`config.mk`:
```
export PLATFORM = sky130hd
export DESIGN_NAME = instr_fetch
export DESIGN_NICKNAME = d
export VERILOG_FILES = /design/src/rtl/instr_fetch_pkg.sv /design/src/rtl/instr_fetch_fifo.sv /design/src/rtl/instr_fetch.sv
export SDC_FILE = /design/constraint.sdc
export NUM_CORES = 1
export LEC_CHECK = 0
export CORE_MARGIN = 4
export CORE_UTILIZATION = 54
export DETAILED_ROUTE_END_ITERATION = 16
export GPL_TIMING_DRIVEN = 1
export PLACE_DENSITY = 0.85
export SYNTH_ARGS = -nofsm -noshare
export SYNTH_HDL_FRONTEND = slang
export SYNTH_HIERARCHICAL = 1
export SYNTH_SLANG_ARGS = --single-unit
```
`constraint.sdc`:
```
create_clock -name clk -period 5.4 [get_ports clk]
set_input_delay 0.81 -clock clk [delete_from_list [all_inputs] [get_ports clk]]
set_output_delay 0.81 -clock clk [all_outputs]
set_load 0.01 [all_outputs]
```
`src/rtl/instr_fetch_pkg.sv`:
```
// Shared fetch-stage macros, state encoding and default widths.
// Macros are guarded so a later shared header may define them first.
`ifndef ADDR_SIZE
`define ADDR_SIZE 8
`endif
`ifndef WORD_SIZE
`define WORD_SIZE 16
`endif
`ifndef PC_STEP
`define PC_STEP 2
`endif
`ifndef RESET_PC
`define RESET_PC 0
`endif
`ifndef IF_IDLE
`define IF_IDLE 2'd0
`endif
`ifndef IF_RUN
`define IF_RUN 2'd1
`endif
`ifndef IF_HALT
`define IF_HALT 2'd2
`endif

package instr_fetch_pkg;

    typedef enum logic [1:0] {
        IF_ST_IDLE = `IF_IDLE,
        IF_ST_RUN  = `IF_RUN,
        IF_ST_HALT = `IF_HALT
    } fetch_state_t;

    localparam int DEF_ADDR_W   = `ADDR_SIZE;
    localparam int DEF_WORD_W   = `WORD_SIZE;
    localparam int DEF_PC_STEP  = `PC_STEP;
    localparam int DEF_RESET_PC = `RESET_PC;

endpackage

```
`src/rtl/instr_fetch_fifo.sv`:
```
// Prefetch FIFO: DEPTH x DAT_W, push/pop/flush, combinational head.
// Latency: pushed entry visible at head the cycle after the push edge.
// Backpressure: none internally; the caller must not push when full without a pop.
module fetch_fifo #(
    parameter int DEPTH = 2,
    parameter int DAT_W = 24
) (
    input  logic                     clk,
    input  logic                     rst_n,
    input  logic                     push,
    input  logic [DAT_W-1:0]         push_dat,
    input  logic                     pop,
    input  logic                     flush,
    output logic [$clog2(DEPTH):0]   count,
    output logic [DAT_W-1:0]         head_dat
);
    localparam int PTR_W = $clog2(DEPTH);

    logic [PTR_W-1:0] wr_ptr;
    logic [PTR_W-1:0] rd_ptr;
    logic [DAT_W-1:0] mem [DEPTH];

    always_ff @(posedge clk or negedge rst_n) begin
        if (!rst_n) begin
            wr_ptr <= '0;
            rd_ptr <= '0;
            count  <= '0;
            for (int i = 0; i < DEPTH; i++) mem[i] <= '0;
        end else if (flush) begin
            wr_ptr <= '0;
            rd_ptr <= '0;
            count  <= '0;
        end else begin
            if (push) begin
                mem[wr_ptr] <= push_dat;
                wr_ptr      <= wr_ptr + 1'b1;
            end
            if (pop) rd_ptr <= rd_ptr + 1'b1;
            case ({push, pop})
                2'b10:   count <= count + 1'b1;
                2'b01:   count <= count - 1'b1;
                default: count <= count;
            endcase
        end
    end

    assign head_dat = mem[rd_ptr];

endmodule

```
`src/rtl/instr_fetch.sv`:
```
// Instruction fetch: PC/state control driving a combinational ROM into a prefetch FIFO.
// Latency: rom_addr = pc; word captured at that edge, valid to decode the next cycle.
// Backpressure: fetch stalls (pc holds) when the FIFO is full and decode does not pop.
module instr_fetch
    import instr_fetch_pkg::*;
#(
    parameter int ADDR_W   = DEF_ADDR_W,
    parameter int WORD_W   = DEF_WORD_W,
    parameter int RESET_PC = DEF_RESET_PC,
    parameter int PC_STEP  = DEF_PC_STEP,
    parameter int DEPTH    = 2
) (
    input  logic              clk,
    input  logic              rst_n,
    input  logic              start,
    output logic [ADDR_W-1:0] rom_addr,
    input  logic [WORD_W-1:0] rom_data,
    output logic [WORD_W-1:0] instr_data,
    output logic [ADDR_W-1:0] instr_pc,
    output logic              instr_valid,
    input  logic              instr_ready,
    input  logic              redirect_valid,
    input  logic [ADDR_W-1:0] redirect_pc,
    input  logic              halt,
    output logic              halted,
    output logic              misalign
);
    localparam int CNT_W = $clog2(DEPTH) + 1;
    localparam logic [ADDR_W-1:0] STEP_MASK = ADDR_W'(PC_STEP - 1);

    fetch_state_t             state;
    logic [ADDR_W-1:0]        pc;
    logic [CNT_W-1:0]         count;
    logic [ADDR_W+WORD_W-1:0] head_dat;
    logic                     pop;
    logic                     push;

    // Redirect suppresses both sides of the FIFO so the flush wins cleanly.
    assign pop  = instr_valid & instr_ready & ~redirect_valid;
    assign push = (state == IF_ST_RUN) & ~redirect_valid & ~halt &
                  ((count < CNT_W'(DEPTH)) | pop);

    fetch_fifo #(
        .DEPTH (DEPTH),
        .DAT_W (ADDR_W + WORD_W)
    ) u_fifo (
        .clk      (clk),
        .rst_n    (rst_n),
        .push     (push),
        .push_dat ({pc, rom_data}),
        .pop      (pop),
        .flush    (redirect_valid),
        .count    (count),
        .head_dat (head_dat)
    );

    always_ff @(posedge clk or negedge rst_n) begin
        if (!rst_n) begin
            state    <= IF_ST_IDLE;
            pc       <= ADDR_W'(RESET_PC);
            misalign <= 1'b0;
        end else begin
            misalign <= 1'b0;
            if (redirect_valid) begin
                pc       <= redirect_pc & ~STEP_MASK;
                misalign <= |(redirect_pc & STEP_MASK);
                if (state == IF_ST_HALT) state <= IF_ST_RUN;
            end else begin
                if (push) pc <= pc + ADDR_W'(PC_STEP);
                case (state)
                    IF_ST_IDLE: if (start) state <= IF_ST_RUN;
                    IF_ST_RUN:  if (halt)  state <= IF_ST_HALT;
                    default:    state <= state;
                endcase
            end
        end
    end

    assign rom_addr    = pc;
    assign instr_valid = (count != '0);
    assign halted      = (state == IF_ST_HALT) && (count == '0);
    assign instr_data  = head_dat[WORD_W-1:0];
    assign instr_pc    = head_dat[ADDR_W+WORD_W-1 -: ADDR_W];

endmodule

```
### Word-level counts from Yosys, hierarchy flattened

Index checks and enable logic that the tools add are counted.
Widths: inputs -> output; s select.

| word-level totals | value |
|---|---|
| register bits | 63 |
| logic and storage cells | 65 |

| cells by class | value |
|---|---|
| add/subtract/negate cells | 5 |
| $lt $le $gt $ge | 4 |
| equal/unequal tests | 7 |
| mux-type cells | 20 |
| bitwise logic cells | 10 |
| reductions and logical operators | 11 |

Operators by type and width:

| cell | count |
|---|---|
| $mux 24 | 4 |
| $bwmux 48 | 1 |
| $demux 24 s1 | 1 |
| $mux 8 | 2 |
| $mux 2 | 5 |
| $add 8x2->8 const B | 1 |
| $pmux 2 s2 | 2 |
| $ne 3x3->1 const B | 2 |
| $reduce_bool 2->1 | 3 |
| $reduce_bool 3->1 | 2 |
| $and 1x1->1 | 5 |
| $mux 1 | 5 |
| $eq 2x1->1 const B | 2 |
| $eq 2x2->1 const B | 2 |
| $ge 2x2->1 const B | 2 |
| $logic_not 2->1 | 2 |
| $not 1->2 | 2 |
| $reduce_and 4->1 | 1 |
| $add 1x1->1 const B | 2 |
| $add 2x1->2 const B | 1 |
| $logic_and 1x1->1 | 2 |
| $lt 2x1->1 const B | 1 |
| $lt 2x2->1 const B | 1 |
| $ne 2x1->1 const B | 1 |
| other kinds (4) | 5 |

### Depth between registers and ports, before layout

| logic depth | value |
|---|---|
| depth after elaboration | 8 |
| gate-level depth with buffers | 8 |
| gate-level depth less buffers | 6 |

### Cells and area by module

Netlist, hierarchy kept.

Modules (own cells, without submodules):

| module | instances | cells an instance | area an instance (um2) | sequential area each (um2) |
|---|---|---|---|---|
| fetch_fifo | 1 | 147 | 2283.4 | 1301.2 |
| instr_fetch | 1 | 76 | 675.6 | 250.2 |

### Worst setup path after synthesis

OpenSTA, ideal clock, no wires.

| timing path | value |
|---|---|
| kind | input to register |
| from | in redirect_valid |
| to | reg u_fifo/mem[37] (netlist bit) |
| arrival | 2.208 ns |
| required time | 5.275 ns |
| slack | 3.067 ns |
| cell stages on the path | 7 |
| buffers on the path | 4 |
| path through | buf_2 > buf_1 > nor2_1 > buf_4 > nor3b_4 > buf_6 > mux2_2 |

| between the ends | value |
|---|---|
| cells in the longest elaborated chain, start to end | 5 |
| elaborated cells on any way between the ends | 7 |
| those cells by class | 6 x bitwise; 1 x reduce/logical |

Ends and longest elaborated chain:

| item | line | RTL |
|---|---|---|
| start, declared | instr_fetch.sv:22 | `input logic redirect_valid,` |
| $not 1->1 (no line) (*) | - |  |
| $and 1x1->1, on equally long branches | instr_fetch.sv:40, instr_fetch.sv:39 |  |
| $and 1x1->1 or $or 1x1->1 (tied branches) | instr_fetch.sv:40, instr_fetch.sv:41 |  |
| $and 1x1->1 (*) | instr_fetch.sv:40 | `assign push = (state == IF_ST_RUN) & ~redirect_valid & ~halt &` |
| named net push | instr_fetch.sv:36 | `logic push;` |
| $reduce_and 2->1 (no line) (*) | - |  |
| end signal, assigned by index | instr_fetch_fifo.sv:35 | `mem[wr_ptr] <= push_dat;` |
| end, declared | instr_fetch_fifo.sv:21 | `logic [DAT_W-1:0] mem [DEPTH];` |

The timed path passes the listed nets; every way through them passes the cells marked *.
A chain may end at the register's enable or synchronous reset.

### Worst setup path after layout

| timing path | value |
|---|---|
| from | in halt |
| to | reg u_fifo/mem[39] (netlist bit) |

| between the ends | value |
|---|---|
| cells in the longest elaborated chain, start to end | 4 |

Ends and longest elaborated chain:

| item | line | RTL |
|---|---|---|
| start, declared | instr_fetch.sv:24 | `input logic halt,` |
| $not 1->1 | instr_fetch.sv:40 |  |
| $and 1x1->1 (2 in series) | instr_fetch.sv:40 |  |
| named net push | instr_fetch.sv:36 |  |
| $reduce_and 2->1 (no line) | - |  |

The timed path passes the listed nets, and every way through them passes these cells.

==> report_table.html <==
<table>
<tr><th>Metric</th><th>Value</th></tr>
<tr><th colspan="2">Final layout</th></tr>
<tr><td>Area of all placed cells without fillers</td><td>around 3800 sq um</td></tr>
<tr><td>Layout overhead on the synthesized area</td><td>28.8%</td></tr>
<tr><td>Ant. Diodes</td><td>0</td></tr>
<tr><td>Fraction of final layout cells with drive strength greater than 1</td><td>31.4%</td></tr>
<tr><td>NumNets Final</td><td>~320</td></tr>
<tr><td>Filler cell count</td><td>384</td></tr>
<tr><td>Final core utilization</td><td>73.2%</td></tr>
<tr><td>Most frequent standard cell in the layout excluding fill and tap cells</td><td>sky130_fd_sc_hd__mux2_2</td></tr>
<tr><td>Top library cells by usage in the layout, fill and taps aside</td><td>70 x sky130_fd_sc_hd__mux2_2, 62 x sky130_fd_sc_hd__clkdlybuf4s50_1, 62 x sky130_fd_sc_hd__dfrtp_1</td></tr>
<tr><th colspan="2">STA</th></tr>
<tr><td>Final critical-path setup slack</td><td>2050 ps</td></tr>
<tr><td>Slew Viols, Final</td><td>0</td></tr>
<tr><td>Slew headroom</td><td>19.3%</td></tr>
<tr><td>Final Hold Fails</td><td>0</td></tr>
<tr><td>Setup Total Neg Slack</td><td>0 ps</td></tr>
<tr><td>Final-report setup violation count</td><td>0</td></tr>
<tr><td>Clock Skews</td><td>8.59 ps</td></tr>
<tr><td>Max Freq</td><td>299 MHz</td></tr>
<tr><td>Measured slew at the worst slew-check pin</td><td>1210 ps</td></tr>
<tr><td>Post-route fraction of the period consumed by the critical path</td><td>62.0%</td></tr>
<tr><td>Final critical delay including setup and external delays</td><td>between 3000 and 4000 ps</td></tr>
<tr><td>Unrepaired setup endpoints after global routing</td><td>false</td></tr>
<tr><th colspan="2">Worst setup path</th></tr>
<tr><td>Required time of the critical path</td><td>5610 ps</td></tr>
<tr><td>Path depth of the worst reg2reg path</td><td>5</td></tr>
<tr><td>Slowest library cell on the worst path</td><td>sky130_fd_sc_hd__nor3b_4</td></tr>
<tr><td>Startpoint-to-endpoint class of the critical path</td><td>in2reg</td></tr>
<tr><td>Cells traversed along the worst timing path</td><td>clkdlybuf4s50_1 &gt; nor3b_2 &gt; nand2_1 &gt; nor2_1 &gt; nor3b_4 &gt; mux2_2</td></tr>
<tr><td>Startpoint class of the critical path</td><td>primary input</td></tr>
<tr><td>CP Data Arrival Time</td><td>3560 ps</td></tr>
<tr><td>Largest driver fanout on the critical path</td><td>24</td></tr>
<tr><td>Largest stage delay on the critical path</td><td>1060 ps</td></tr>
<tr><td>Endpoint kind of the worst setup timing path</td><td>flop</td></tr>
<tr><th colspan="2">Pwr</th></tr>
<tr><td>Pleak</td><td>1.77 nW</td></tr>
<tr><td>Worst VDD drop</td><td>0.000139 V</td></tr>
<tr><td>Cell area power density</td><td>290 nW/um^2</td></tr>
<tr><th colspan="2">Yosys</th></tr>
<tr><td>Count of different cell masters after synthesis</td><td>between 40 and 50</td></tr>
<tr><td>Primary FF master, synth</td><td>sky130_fd_sc_hd__dfrtp_1</td></tr>
<tr><td>Async set-or-reset flop fraction in the synthesized netlist</td><td>100%</td></tr>
<tr><td>Seq/Total Area, Yosys</td><td>52.4%</td></tr>
<tr><td>Synth warnings</td><td>6</td></tr>
<tr><td>Count of mapped cells out of synthesis</td><td>between 200 and 250</td></tr>
<tr><td>Fraction of post-synthesis cell area in the top cell type by area</td><td>52.4%</td></tr>
<tr><td>Biggest area contributors in the synthesized netlist</td><td>sky130_fd_sc_hd__dfrtp_1 52%, sky130_fd_sc_hd__mux2_2 27%, sky130_fd_sc_hd__nand2_1 1.3%</td></tr>
<tr><td>Netlist Area Pre-Place</td><td>2960 sq um</td></tr>
<tr><td>Top cell type by total area after synthesis</td><td>sky130_fd_sc_hd__dfrtp_1</td></tr>
<tr><td>Yosys reg bits</td><td>62</td></tr>
<tr><td>Average cell area after synthesis</td><td>roughly 13 sq um</td></tr>
<tr><td>Number of flops mapped to enable cells by yosys</td><td>0</td></tr>
<tr><th colspan="2">Floorplanning</th></tr>
<tr><td>I/O pin total</td><td>65</td></tr>
<tr><td>Area of the core</td><td>roughly 5200 sq um</td></tr>
<tr><td>Effective utilization at floorplan</td><td>a little under three fifths</td></tr>
<tr><td>Height of the die</td><td>82.0 um</td></tr>
<tr><td>Area of the die</td><td>between 6000 and 7000 sq um</td></tr>
<tr><td>Number of cell rows</td><td>26</td></tr>
<tr><td>Die X-Extent</td><td>82.0 um</td></tr>
<tr><th colspan="2">Clock network</th></tr>
<tr><td>Number of resized instances in the post-cts repair step</td><td>0</td></tr>
<tr><td>CTS Root Cell</td><td>sky130_fd_sc_hd__clkbuf_8</td></tr>
<tr><td>Setup Fix Bufs, Post-CTS</td><td>0</td></tr>
<tr><td>TritonCTS clock tree</td><td>done</td></tr>
<tr><td>Worst-skew pair later-pin latency</td><td>330 ps</td></tr>
<tr><td>Clock Tree Buf Depth</td><td>2</td></tr>
<tr><td>Clock sink count</td><td>62</td></tr>
<tr><td>Clock-pin slew reported for the worst setup and hold paths after clock tree synthesis</td><td>60 ps</td></tr>
<tr><td>TritonCTS Buffers</td><td>9</td></tr>
<tr><td>Number of levels in the clock H-tree</td><td>3</td></tr>
<tr><td>Hold bufs inserted after CTS</td><td>0</td></tr>
<tr><th colspan="2">Placed design</th></tr>
<tr><td>Pre-CTS setup slack</td><td>around 1700 ps</td></tr>
<tr><td>GP Congestion</td><td>0.806</td></tr>
<tr><td>HPWL after detailed placement</td><td>3.82 mm</td></tr>
<tr><td>Post-Place Cell Area</td><td>between 3000 and 4000 sq um</td></tr>
<tr><td>Count of input and output buffers</td><td>63</td></tr>
<tr><th colspan="2">Hold path</th></tr>
<tr><td>Path category of the worst min-delay check</td><td>reg2reg</td></tr>
<tr><td>Cell depth of the worst hold path</td><td>1</td></tr>
<tr><th colspan="2">Drt</th></tr>
<tr><td>Number of nets with antenna violations after detailed routing</td><td>0</td></tr>
<tr><td>Total number of vias</td><td>between 1500 and 2000</td></tr>
<tr><td>Number of remaining DRC errors</td><td>0</td></tr>
<tr><td>Final Routed Wirelength</td><td>5.81 mm</td></tr>
<tr><td>Via density per instance</td><td>5.45</td></tr>
<tr><td>Detailed Routing Iterations Pass 1</td><td>4</td></tr>
<tr><td>Wire length per cell after detailed routing</td><td>16.0 um</td></tr>
<tr><td>Drt initial violations</td><td>115</td></tr>
<tr><th colspan="2">GRT</th></tr>
<tr><td>All-Layer GR Usage</td><td>between 10% and 20%</td></tr>
<tr><td>Overflow after GRT</td><td>0</td></tr>
<tr><td>Via count of the first global-routing pass</td><td>2109</td></tr>
<tr><td>Largest net degree at the start of global routing</td><td>63</td></tr>
<tr><td>Global-route wire length before repair</td><td>10.0 mm</td></tr>
<tr><td>Antenna violations before repair</td><td>0</td></tr>
<tr><th colspan="2">Run</th></tr>
<tr><td>Max-cap violation count</td><td>0</td></tr>
<tr><th colspan="2">Outcome</th></tr>
<tr><td>Result of the run</td><td>complete, no violations</td></tr>
</table>
==> flip-flops by register name (all words and copies together), names as in the netlist <==
name / flops
u_fifo/mem: 48
u_fifo/rd_ptr: 1
state: 2
u_fifo/wr_ptr: 1
misalign: 1
rom_addr: 7
u_fifo/count: 2
==> cells in the mapped netlist (2+ instances only) <==
cell,count
sky130_fd_sc_hd__mux2_2,70
sky130_fd_sc_hd__nand2_1,10
sky130_fd_sc_hd__o41ai_1,2
sky130_fd_sc_hd__buf_2,4
sky130_fd_sc_hd__nor2_1,7
sky130_fd_sc_hd__nand4_1,3
sky130_fd_sc_hd__and2_1,3
sky130_fd_sc_hd__xnor2_1,2
sky130_fd_sc_hd__buf_6,2
sky130_fd_sc_hd__a221o_1,2
sky130_fd_sc_hd__buf_4,4
sky130_fd_sc_hd__nor3_1,4
sky130_fd_sc_hd__a21oi_1,2
sky130_fd_sc_hd__o21ai_0,3
sky130_fd_sc_hd__nor3b_1,2
sky130_fd_sc_hd__nand3_1,4
sky130_fd_sc_hd__clkbuf_1,2
sky130_fd_sc_hd__mux2_1,2
sky130_fd_sc_hd__dfrtp_1,62
sky130_fd_sc_hd__nor2b_1,4
sky130_fd_sc_hd__nor4bb_1,2
sky130_fd_sc_hd__inv_1,3
==> final cells by class <==
cell class              instances  area, sq um  share of cell area (%)
repair buffers                 65          641                    16.8
well taps                      70         87.6                    2.30
clock inverters                 3         42.5                    1.12
clock buffers                  13          159                    4.17
inverters                       3         11.3                   0.295
flip-flops and latches         62         1550                    40.7
multi-input cells             147         1320                    34.6
==> power breakdown <==
group	switching, mW	internal (mW)	total (mW)
registers	0.0239	0.496	0.520
logic	0.0658	0.116	0.182
clock network	0.166	0.238	0.404
total	0.256	0.850	1.11
==> kinds of logic after synthesis <==
group	count (synthesis)	share of synthesized area, %
mux	72	27.4
flops	62	52.4
simple gates	52	11.5
compound gates	16	4.02
buf+inv	16	3.21
xor+xnor	3	0.888
fa+ha+maj	1	0.423
other cells	1	0.127
==> final timing paths <==
path / startpoint / endpoint / slack, ps
setup / recovery: halt / u_fifo/mem[39]$_DFFE_PN0P_ / 2050
hold / removal: u_fifo/mem[45]$_DFFE_PN0P_ / u_fifo/mem[45]$_DFFE_PN0P_ / 500
setup reg to reg: state[0]$_DFFE_PN0P_ / u_fifo/mem[39]$_DFFE_PN0P_ / 2470
hold reg to reg: u_fifo/mem[45]$_DFFE_PN0P_ / u_fifo/mem[45]$_DFFE_PN0P_ / 500
max in group asynchronous: rst_n / u_fifo/mem[39]$_DFFE_PN0P_ / 4290
min in group asynchronous: rst_n / u_fifo/mem[9]$_DFFE_PN0P_ / 620
==> worst max-delay path, delay by kind of cell <==
kind	cells	cell delay, ps
simple gates	4	1820
buf+inv	1	500
mux	1	430
==> metrics by stage <==
stage          hold WS (ps)  std cells  total power [mW]
2_1_floorplan           454        225             0.602
3_3_place_gp            469        347             0.707
3_5_place_dp            481        347             0.711
4_1_cts                 505        363              1.12
5_1_grt                 515        363              1.16
6_report                499        363              1.11
==> metal layers <==
metal  GRT usage (%)  up-vias  share of wire (%)
li1                -      944                  -
met1            27.2      956                 46
met2            30.1       72                 46
met3            4.61        8                6.6
met4            7.97        0                1.4
met5               0        -                  0
(Power assumes the default switching activity.)
